`config.mk`:
```
export PLATFORM = sky130hd
export DESIGN_NAME = qspi_rx_fifo_flat
export DESIGN_NICKNAME = d
export VERILOG_FILES = /design/src/rtl/qspi_rx_fifo_if.sv /design/src/rtl/qspi_rx_fifo.sv /design/src/flat_wrapper.sv
export SDC_FILE = /design/constraint.sdc
export NUM_CORES = 1
export LEC_CHECK = 0
export BUFFER_PORTS_ARGS = -buffer_cell sky130_fd_sc_hd__buf_4
export CAP_MARGIN = 20
export CORE_MARGIN = 2
export CORE_UTILIZATION = 45
export CTS_CLUSTER_DIAMETER = 30
export CTS_CLUSTER_SIZE = 30
export DETAILED_ROUTE_END_ITERATION = 8
export PLACE_DENSITY = 0.69
export RECOVER_POWER = 50
export SLEW_MARGIN = 10
export SYNTH_ARGS = -nofsm -noshare
export SYNTH_HDL_FRONTEND = slang
export SYNTH_SLANG_ARGS = --single-unit
```
`constraint.sdc`:
```
create_clock -name clk -period 5.88 [get_ports clk]
set_input_delay 1.176 -clock clk [delete_from_list [all_inputs] [get_ports clk]]
set_output_delay 1.176 -clock clk [all_outputs]
set_load 0.005 [all_outputs]
```
`src/rtl/qspi_rx_fifo_if.sv`:
```
// Bundle between the QSPI receive FIFO and its neighbours: the push side (qspi_fsm),
// the pop side (register/bus read) and the status/control signals.
interface qspi_rx_fifo_if #(
    parameter int DATA_W = 32,
    parameter int ADDR_W = 4
);
    logic [DATA_W-1:0] wr_data;
    logic              wr_en;
    logic              full;
    logic              rd_en;
    logic [DATA_W-1:0] rd_data;
    logic              empty;
    logic [ADDR_W:0]   level;
    logic [ADDR_W:0]   thresh;
    logic              thresh_hit;
    logic              flush;
    logic              clr_flags;
    logic              overflow;
    logic              underflow;

    // FIFO side
    modport slave (
        input  wr_data, wr_en, rd_en, thresh, flush, clr_flags,
        output full, rd_data, empty, level, thresh_hit, overflow, underflow
    );

    // producer / consumer / controller side
    modport master (
        output wr_data, wr_en, rd_en, thresh, flush, clr_flags,
        input  full, rd_data, empty, level, thresh_hit, overflow, underflow
    );
endinterface

```
`src/rtl/qspi_rx_fifo.sv`:
```
// QSPI receive FIFO: first-word-fall-through buffer behind qspi_fsm with fill level,
// threshold flag and sticky overflow/underflow status.
module qspi_rx_fifo #(
    parameter int DATA_W = 32,
    parameter int ADDR_W = 4
) (
    input  logic           clk,
    input  logic           reset,
    qspi_rx_fifo_if.slave  fif
);
    localparam int DEPTH = 2 ** ADDR_W;
    localparam logic [ADDR_W:0] FULL_CNT = (ADDR_W + 1)'(DEPTH);

    logic [DATA_W-1:0] mem [DEPTH];
    logic [ADDR_W-1:0] wptr;
    logic [ADDR_W-1:0] rptr;
    logic [ADDR_W:0]   count;
    logic              full;
    logic              empty;
    logic              rd_ok;
    logic              wr_ok;
    logic              ovf_evt;
    logic              udf_evt;
    logic              overflow;
    logic              underflow;

    assign full  = (count == FULL_CNT);
    assign empty = (count == '0);

    // A pop frees the slot in the same cycle, so a full FIFO still takes a write alongside a read.
    assign rd_ok = fif.rd_en && !empty;
    assign wr_ok = fif.wr_en && (!full || rd_ok);

    // Requests discarded by a flush are not reported as errors.
    assign ovf_evt = !fif.flush && fif.wr_en && !wr_ok;
    assign udf_evt = !fif.flush && fif.rd_en && empty;

    // Storage is not reset; only the pointers define valid contents.
    always_ff @(posedge clk) begin
        if (wr_ok && !fif.flush)
            mem[wptr] <= fif.wr_data;
    end

    always_ff @(posedge clk or posedge reset) begin
        if (reset) begin
            wptr  <= '0;
            rptr  <= '0;
            count <= '0;
        end else if (fif.flush) begin
            wptr  <= '0;
            rptr  <= '0;
            count <= '0;
        end else begin
            if (wr_ok)
                wptr <= wptr + 1'b1;
            if (rd_ok)
                rptr <= rptr + 1'b1;
            if (wr_ok && !rd_ok)
                count <= count + 1'b1;
            else if (rd_ok && !wr_ok)
                count <= count - 1'b1;
        end
    end

    // Set wins over clear so an error coincident with clr_flags stays visible.
    always_ff @(posedge clk or posedge reset) begin
        if (reset) begin
            overflow  <= 1'b0;
            underflow <= 1'b0;
        end else begin
            if (ovf_evt)
                overflow <= 1'b1;
            else if (fif.clr_flags)
                overflow <= 1'b0;
            if (udf_evt)
                underflow <= 1'b1;
            else if (fif.clr_flags)
                underflow <= 1'b0;
        end
    end

    assign fif.full       = full;
    assign fif.empty      = empty;
    assign fif.level      = count;
    assign fif.rd_data    = mem[rptr];
    assign fif.thresh_hit = (fif.thresh != '0) && (count >= fif.thresh);
    assign fif.overflow   = overflow;
    assign fif.underflow  = underflow;
endmodule

```
`src/flat_wrapper.sv`:
```
// flat-port wrapper written by rule: the top's interface ports become plain ports
module qspi_rx_fifo_flat 
#(
    parameter int DATA_W = 32,
    parameter int ADDR_W = 4
)
  (clk, reset, fif_wr_data, fif_wr_en, fif_rd_en, fif_thresh, fif_flush, fif_clr_flags, fif_full, fif_rd_data, fif_empty, fif_level, fif_thresh_hit, fif_overflow, fif_underflow);
  qspi_rx_fifo_if #(.DATA_W(DATA_W), .ADDR_W(ADDR_W)) fif_i ();
  input  logic clk;
  input  logic reset;
  input wire logic [$bits(fif_i.wr_data)-1:0] fif_wr_data;
  input wire logic [$bits(fif_i.wr_en)-1:0] fif_wr_en;
  input wire logic [$bits(fif_i.rd_en)-1:0] fif_rd_en;
  input wire logic [$bits(fif_i.thresh)-1:0] fif_thresh;
  input wire logic [$bits(fif_i.flush)-1:0] fif_flush;
  input wire logic [$bits(fif_i.clr_flags)-1:0] fif_clr_flags;
  output wire logic [$bits(fif_i.full)-1:0] fif_full;
  output wire logic [$bits(fif_i.rd_data)-1:0] fif_rd_data;
  output wire logic [$bits(fif_i.empty)-1:0] fif_empty;
  output wire logic [$bits(fif_i.level)-1:0] fif_level;
  output wire logic [$bits(fif_i.thresh_hit)-1:0] fif_thresh_hit;
  output wire logic [$bits(fif_i.overflow)-1:0] fif_overflow;
  output wire logic [$bits(fif_i.underflow)-1:0] fif_underflow;
  assign fif_i.wr_data = fif_wr_data;
  assign fif_i.wr_en = fif_wr_en;
  assign fif_i.rd_en = fif_rd_en;
  assign fif_i.thresh = fif_thresh;
  assign fif_i.flush = fif_flush;
  assign fif_i.clr_flags = fif_clr_flags;
  assign fif_full = fif_i.full;
  assign fif_rd_data = fif_i.rd_data;
  assign fif_empty = fif_i.empty;
  assign fif_level = fif_i.level;
  assign fif_thresh_hit = fif_i.thresh_hit;
  assign fif_overflow = fif_i.overflow;
  assign fif_underflow = fif_i.underflow;
  qspi_rx_fifo #(.DATA_W(DATA_W), .ADDR_W(ADDR_W)) u_core (.clk(clk), .reset(reset), .fif(fif_i));
endmodule
```
Word-level counts from Yosys, hierarchy flattened
Memory sizes are Yosys's and may differ from the RTL's.
Index checks and enable logic that the tools add are counted.
{ "word_totals": {"reg_bits": 15, "output_inout_bits": 42, "input_bits": 43, "ram_bits": 512, "n_memories": 1, "word_cells": 47} }
{ "classes": {"add_sub_neg": 4, "n_eq_ne": 1, "n_lt_le_gt_ge": 1, "reduce_logical": 23, "mux": 12} }
{ "mem_list": {"columns": ["memory", "words", "width", "rd", "rd_clocked_by_memory_dff", "write_ports", "line", "text"], "rows": [
  ["u_core.mem", 16, 32, 1, 0, 1, "qspi_rx_fifo.sv:14", "logic [DATA_W-1:0] mem [DEPTH];"]
]} }
{ "op_table": {"columns": ["cell", "n"], "rows": [
  ["$mux W4", 4],
  ["$mux W5", 3],
  ["$logic_and A1 B1 Y1", 10],
  ["$add A4 B1 Y4 const B", 2],
  ["$reduce_bool A2 Y1", 4],
  ["$add A5 B1 Y5 const B", 1],
  ["$eq A5 B5 Y1 const B", 1],
  ["$ge A5 B5 Y1", 1],
  ["$logic_not A1 Y1", 5],
  ["$logic_not A5 Y1", 1],
  ["$mux W1", 5],
  ["$reduce_bool A5 Y1", 1],
  ["$sub A5 B1 Y5 const B", 1],
  ["$reduce_bool A3 Y1", 1],
  ["$logic_or A1 B1 Y1", 1]
]} }

Depth between registers and ports, before layout
{ "depth": {"ltp_word": 10, "mapped_depth": 10, "depth_no_buf": 9} }

Least setup slack after synthesis
No wires, ideal clock.
{ "synth_timing": {"kind": "input-to-reg", "start": "input port fif_wr_en", "end": "memory u_core.mem[0][0] (enable)", "stages": 5, "path_buffers": 1, "arrival_time_ps": 4213, "path_slack_ps": 1206, "setup_time_ps": 461, "t_required_ps": 5419, "path_cell_list": "clkbuf_1 > inv_1 > nor3b_4 > nand2_2 > nor3_1"} }
{ "synth_via": {"elab_chain_cells": 4} }
{ "synth_rtl": {"columns": ["item", "line", "text"], "rows": [
  ["start: declaration", "flat_wrapper.sv:12", "input wire logic [$bits(fif_i.wr_en)-1:0] fif_wr_en;"],
  ["$logic_and A1 B1 Y1", "qspi_rx_fifo.sv:32", "assign wr_ok = fif.wr_en && (!full || rd_ok);"],
  ["$logic_and A1 B1 Y1", "qspi_rx_fifo.sv:40", "if (wr_ok && !fif.flush)"],
  ["$mux W1", "qspi_rx_fifo.sv:40", null],
  ["$mux W1 (not written as such)", "qspi_rx_fifo.sv:41", "mem[wptr] <= fif.wr_data;"],
  ["end: declaration", "qspi_rx_fifo.sv:14", null]
]} }
Every way passes these cells.

Final worst setup path
{ "layout_timing": {"start": "register u_core.rptr[1]", "end": "output port fif_rd_data[0]"} }
{ "layout_via": {"elab_chain_cells": 1} }
{ "layout_rtl": {"columns": ["item", "line", "text"], "rows": [
  ["start: declaration", "qspi_rx_fifo.sv:16", "logic [ADDR_W-1:0] rptr;"],
  ["start signal: assignment", "qspi_rx_fifo.sv:57", "rptr <= rptr + 1'b1;"],
  ["$mem_v2 Z16 W32", null, null],
  ["end: declaration", "flat_wrapper.sv:18", "output wire logic [$bits(fif_i.rd_data)-1:0] fif_rd_data;"]
]} }
Every way passes these cells.

==> qor.csv <==
stage,metric,value,unit
run_status,run status,"finished, violations left",
run_status,failing checks,"capacitance limit, slew limit",
synthesis,Post-synth ARST share,2.85,%
setup_path,CP max FO,33,
layout,Total Nets Final,1302,
timing,Final period util,80.8,%
setup_path,"Arr. time, crit path",3580,ps
setup_path,"slowest stage delay, CP",1120,ps
timing,Setup TNS,0,ps
grt,vias in the first global route,11200,
clocking,TritonCTS Buffers,101,
min_path,hold crit path type,register to register,
layout,"most common cell after layout, fill and taps aside",edfxtp_1,
clocking,CTS Hold Bufs,0,
timing,fin worst setup slack,1130,ps
setup_path,critical path class,register to output pin,
drt,vias per std cell,5.62,
floorplanning,height of the chip,219,um
clocking,CTS H-tree lvls,3,
synthesis,Post-Syn Instances,1093,
floorplanning,Initial Util,45.6,%
drt,drc violations,0,
run,Max-cap violations,1,
grt,Global Route Usage Sum,19.2,%
setup_path,worst endpoint required time,4700,ps
clocking,Clock Tree Buf Depth,3,
timing,Max Clk Rate,210,MHz
layout,most frequent cells in the layout,"edfxtp_1 (512), clkbuf_16 (103), mux2i_1 (97), o21ai_0 (67)",
grt,largest net degree at the start of global routing,51,
synthesis,cell accounting for the most synthesized area,edfxtp_1,
synthesis,yosys warns,0,
floorplanning,die area,0.0478,sq mm
timing,Final Critical Period,4750,ps
clocking,CTS Root Buffer Type,clkbuf_16,
min_path,WHS Path Cells,2,
setup_path,Startpoint Class,register,
floorplanning,core box area,0.0454,sq mm
setup_path,Worst Setup End Kind,output pin,
synthesis,#FFs+latches synth,527,
synthesis,synthesized area,0.0207,sq mm
timing,Slew @ Worst Pin,1520,ps
place,dpl hpwl,23.7,mm
setup_path,worst path buffer plus inverter count,1,
timing,Max-slew headroom,-1.61,%
grt,initial antenna violation count,1,
drt,vias post-DR,10900,
drt,WL final,45.1,mm
timing,Max Slew Vio Count,12,
setup_path,Setup crit start,u_core.rptr[1]$_DFFE_PP0P_,
place,Setup WS pre-CTS,2020,ps
synthesis,Synth top area share,74.2,%
synthesis,top post-synthesis cells by area,"edfxtp_1 (74%), mux4_2 (7.0%), mux2i_1 (4.7%), mux2_2 (2.0%), dfrtp_1 (1.8%)",
timing,count of final setup violators,0,
floorplanning,Std-Cell Rows,78,
setup_path,Reg2Reg Depth,6,
setup_path,slowest cell on the critical path,dfrtp_1,
floorplanning,Boundary Pins,85,
clocking,Worst-Skew Late Latency,610,ps
drt,Pre-antenna DRT Iters,5,
synthesis,Syn Nets,1151,
min_path,Hold Crit Endpoint,u_core.fif.overflow$_DFFE_PP0P_,
synthesis,"Seq/Total Area, Yosys",76.1,%
layout,Layout fillers,3385,
clocking,Post-CTS Setup Bufs,0,
power_and_ir_drop,worst vdd ir,232,uV
drt,Final ANT Viol Nets,0,
place,gpl congestion,0.776,
floorplanning,die span in x,219,um
drt,Avg WL per Cell,23.4,um
synthesis,post-synthesis cell type count,40,
clocking,Resize count post-CTS,0,
drt,First DRT Iteration DRCs,993,
clocking,clock-pin slew on the worst setup and hold paths,50,ps
clocking,clock tree sinks,527,
setup_path,capturing point of the worst reg2reg path,u_core.mem[6][14]$_DFFE_PP_,
timing,clk_skew,13.0,ps
layout,layout cells sized above 1,27.7,%
min_path,min-delay src,u_core.fif.overflow$_DFFE_PP0P_,
setup_path,worst r2r src,u_core.fif.level[0]$_DFFE_PP0P_,
clocking,TritonCTS clock tree,built,
layout,multi-input logic area,0.00474,sq mm
synthesis,number of synthesized flops with an enable pin,512,
layout,Area Growth Syn to Fin,22.7,%
power_and_ir_drop,PwrDens,444,mW/mm^2
grt,GR Overflow Total,0,
place,IO buf count,84,
timing,final hold vios,0,
grt,first-pass GRT wire length,68.1,mm
setup_path,flop-to-flop setup slack,1790,ps
setup_path,critical-path cell list,and2_2 > a221oi_1 > o21ai_0 > nand2_1 > buf_4,
setup_path,CP top delay family,simple AND/OR/NAND/NOR gates,
synthesis,Post-synth top flop,edfxtp_1,
synthesis,Syn Area/Cell,18.9,sq um
timing,RSZ-0062 raised after global routing,no,
layout,register area,0.0158,sq mm
power_and_ir_drop,Leak Pwr,8.38,nW
[where the power goes]
group / internal, mW / switching (mW)
Clock: 3.68 / 1.86
Sequential: 4.19 / 0.127
Combinational: 0.759 / 0.659
[tightest hold or removal path, cell delays in order (launching register included)]
cell     delay, ps
dfrtp_1        380
inv_1           60
o32ai_1         70
[stage by stage]
stage                     power [mW]  area, sq um  std cells  hold slack [ps]  util, %
final                           11.3        25400       1929              556     56.0
after global routing            11.7        25400       1929              570     56.0
after CTS                       11.4        25500       1928              554     56.3
after detailed placement        5.84        22200       1741              549     48.9
after global placement          5.81        22200       1741              525     48.9
after floorplan                 5.35        20700       1093              517        -
[routing by layer]
| metal | vias to the layer above | routed length (um) | GRT usage, % |
|---|---|---|---|
| li1 | 4788 | - | - |
| met1 | 5630 | 19300 | 26.2 |
| met2 | 358 | 22100 | 30.7 |
| met3 | 74 | 2540 | 3.81 |
| met4 | 0 | 1080 | 7.30 |
| met5 | - | 0 | 0 |
[how the worst max path moves through the flow]
stage	slack, ps	end	cells past startpoint
floorplan	1210	u_core.mem[0][0]$_DFFE_PP_	5
global placement	1970	fif_rd_data[25]	7
detailed placement	2020	fif_rd_data[25]	7
CTS	1290	fif_rd_data[25]	7
global route	940	fif_rd_data[3]	7
finish	1130	fif_rd_data[0]	5
[synth_stat cells, types with 5 or more instances]
master	count
xor2_1	5
dfrtp_1	15
clkbuf_1	32
a21oi_1	39
ha_1	14
edfxtp_1	512
o21ai_0	67
nand3_1	6
a221oi_1	32
buf_2	22
nand2_1	37
mux2_2	36
a22oi_1	32
nand2_2	5
mux2i_1	97
inv_1	12
mux4_2	64
nor2_1	26
[final cells by class]
cell class | instances | share of cell area [%]
flip-flops and latches | 527 | 62.0
well taps | 600 | 2.96
diodes | 1 | 0.00985
multi-input cells | 493 | 18.6
repair buffers | 109 | 2.99
clock inverters | 72 | 2.88
inverters | 12 | 0.177
clock buffers | 115 | 10.3
[sequential cells by signal (all words and copies together) (netlist names)]
| name | flops |
|---|---|
| u_core.mem | 512 |
| u_core.fif.overflow | 1 |
| u_core.rptr | 4 |
| u_core.fif.level | 5 |
| u_core.fif.underflow | 1 |
| u_core.wptr | 4 |
[logic make-up (layout without fill, tap and decap cells)]
family / Yosys count / count (layout) / share of synthesized area, %
XOR/XNOR: 9 / 9 / 0.381
multiplexers: 197 / 197 / 13.6
buffers and inverters: 73 / 308 / 1.53
adder cells (fa/ha/maj): 15 / 15 / 0.943
AND/OR/NAND/NOR: 94 / 94 / 2.11
AO/OA/AOI/OAI: 178 / 178 / 5.37
flip-flops: 527 / 527 / 76.1
other: 0 / 1 / 0
(Power assumes the default switching activity.)
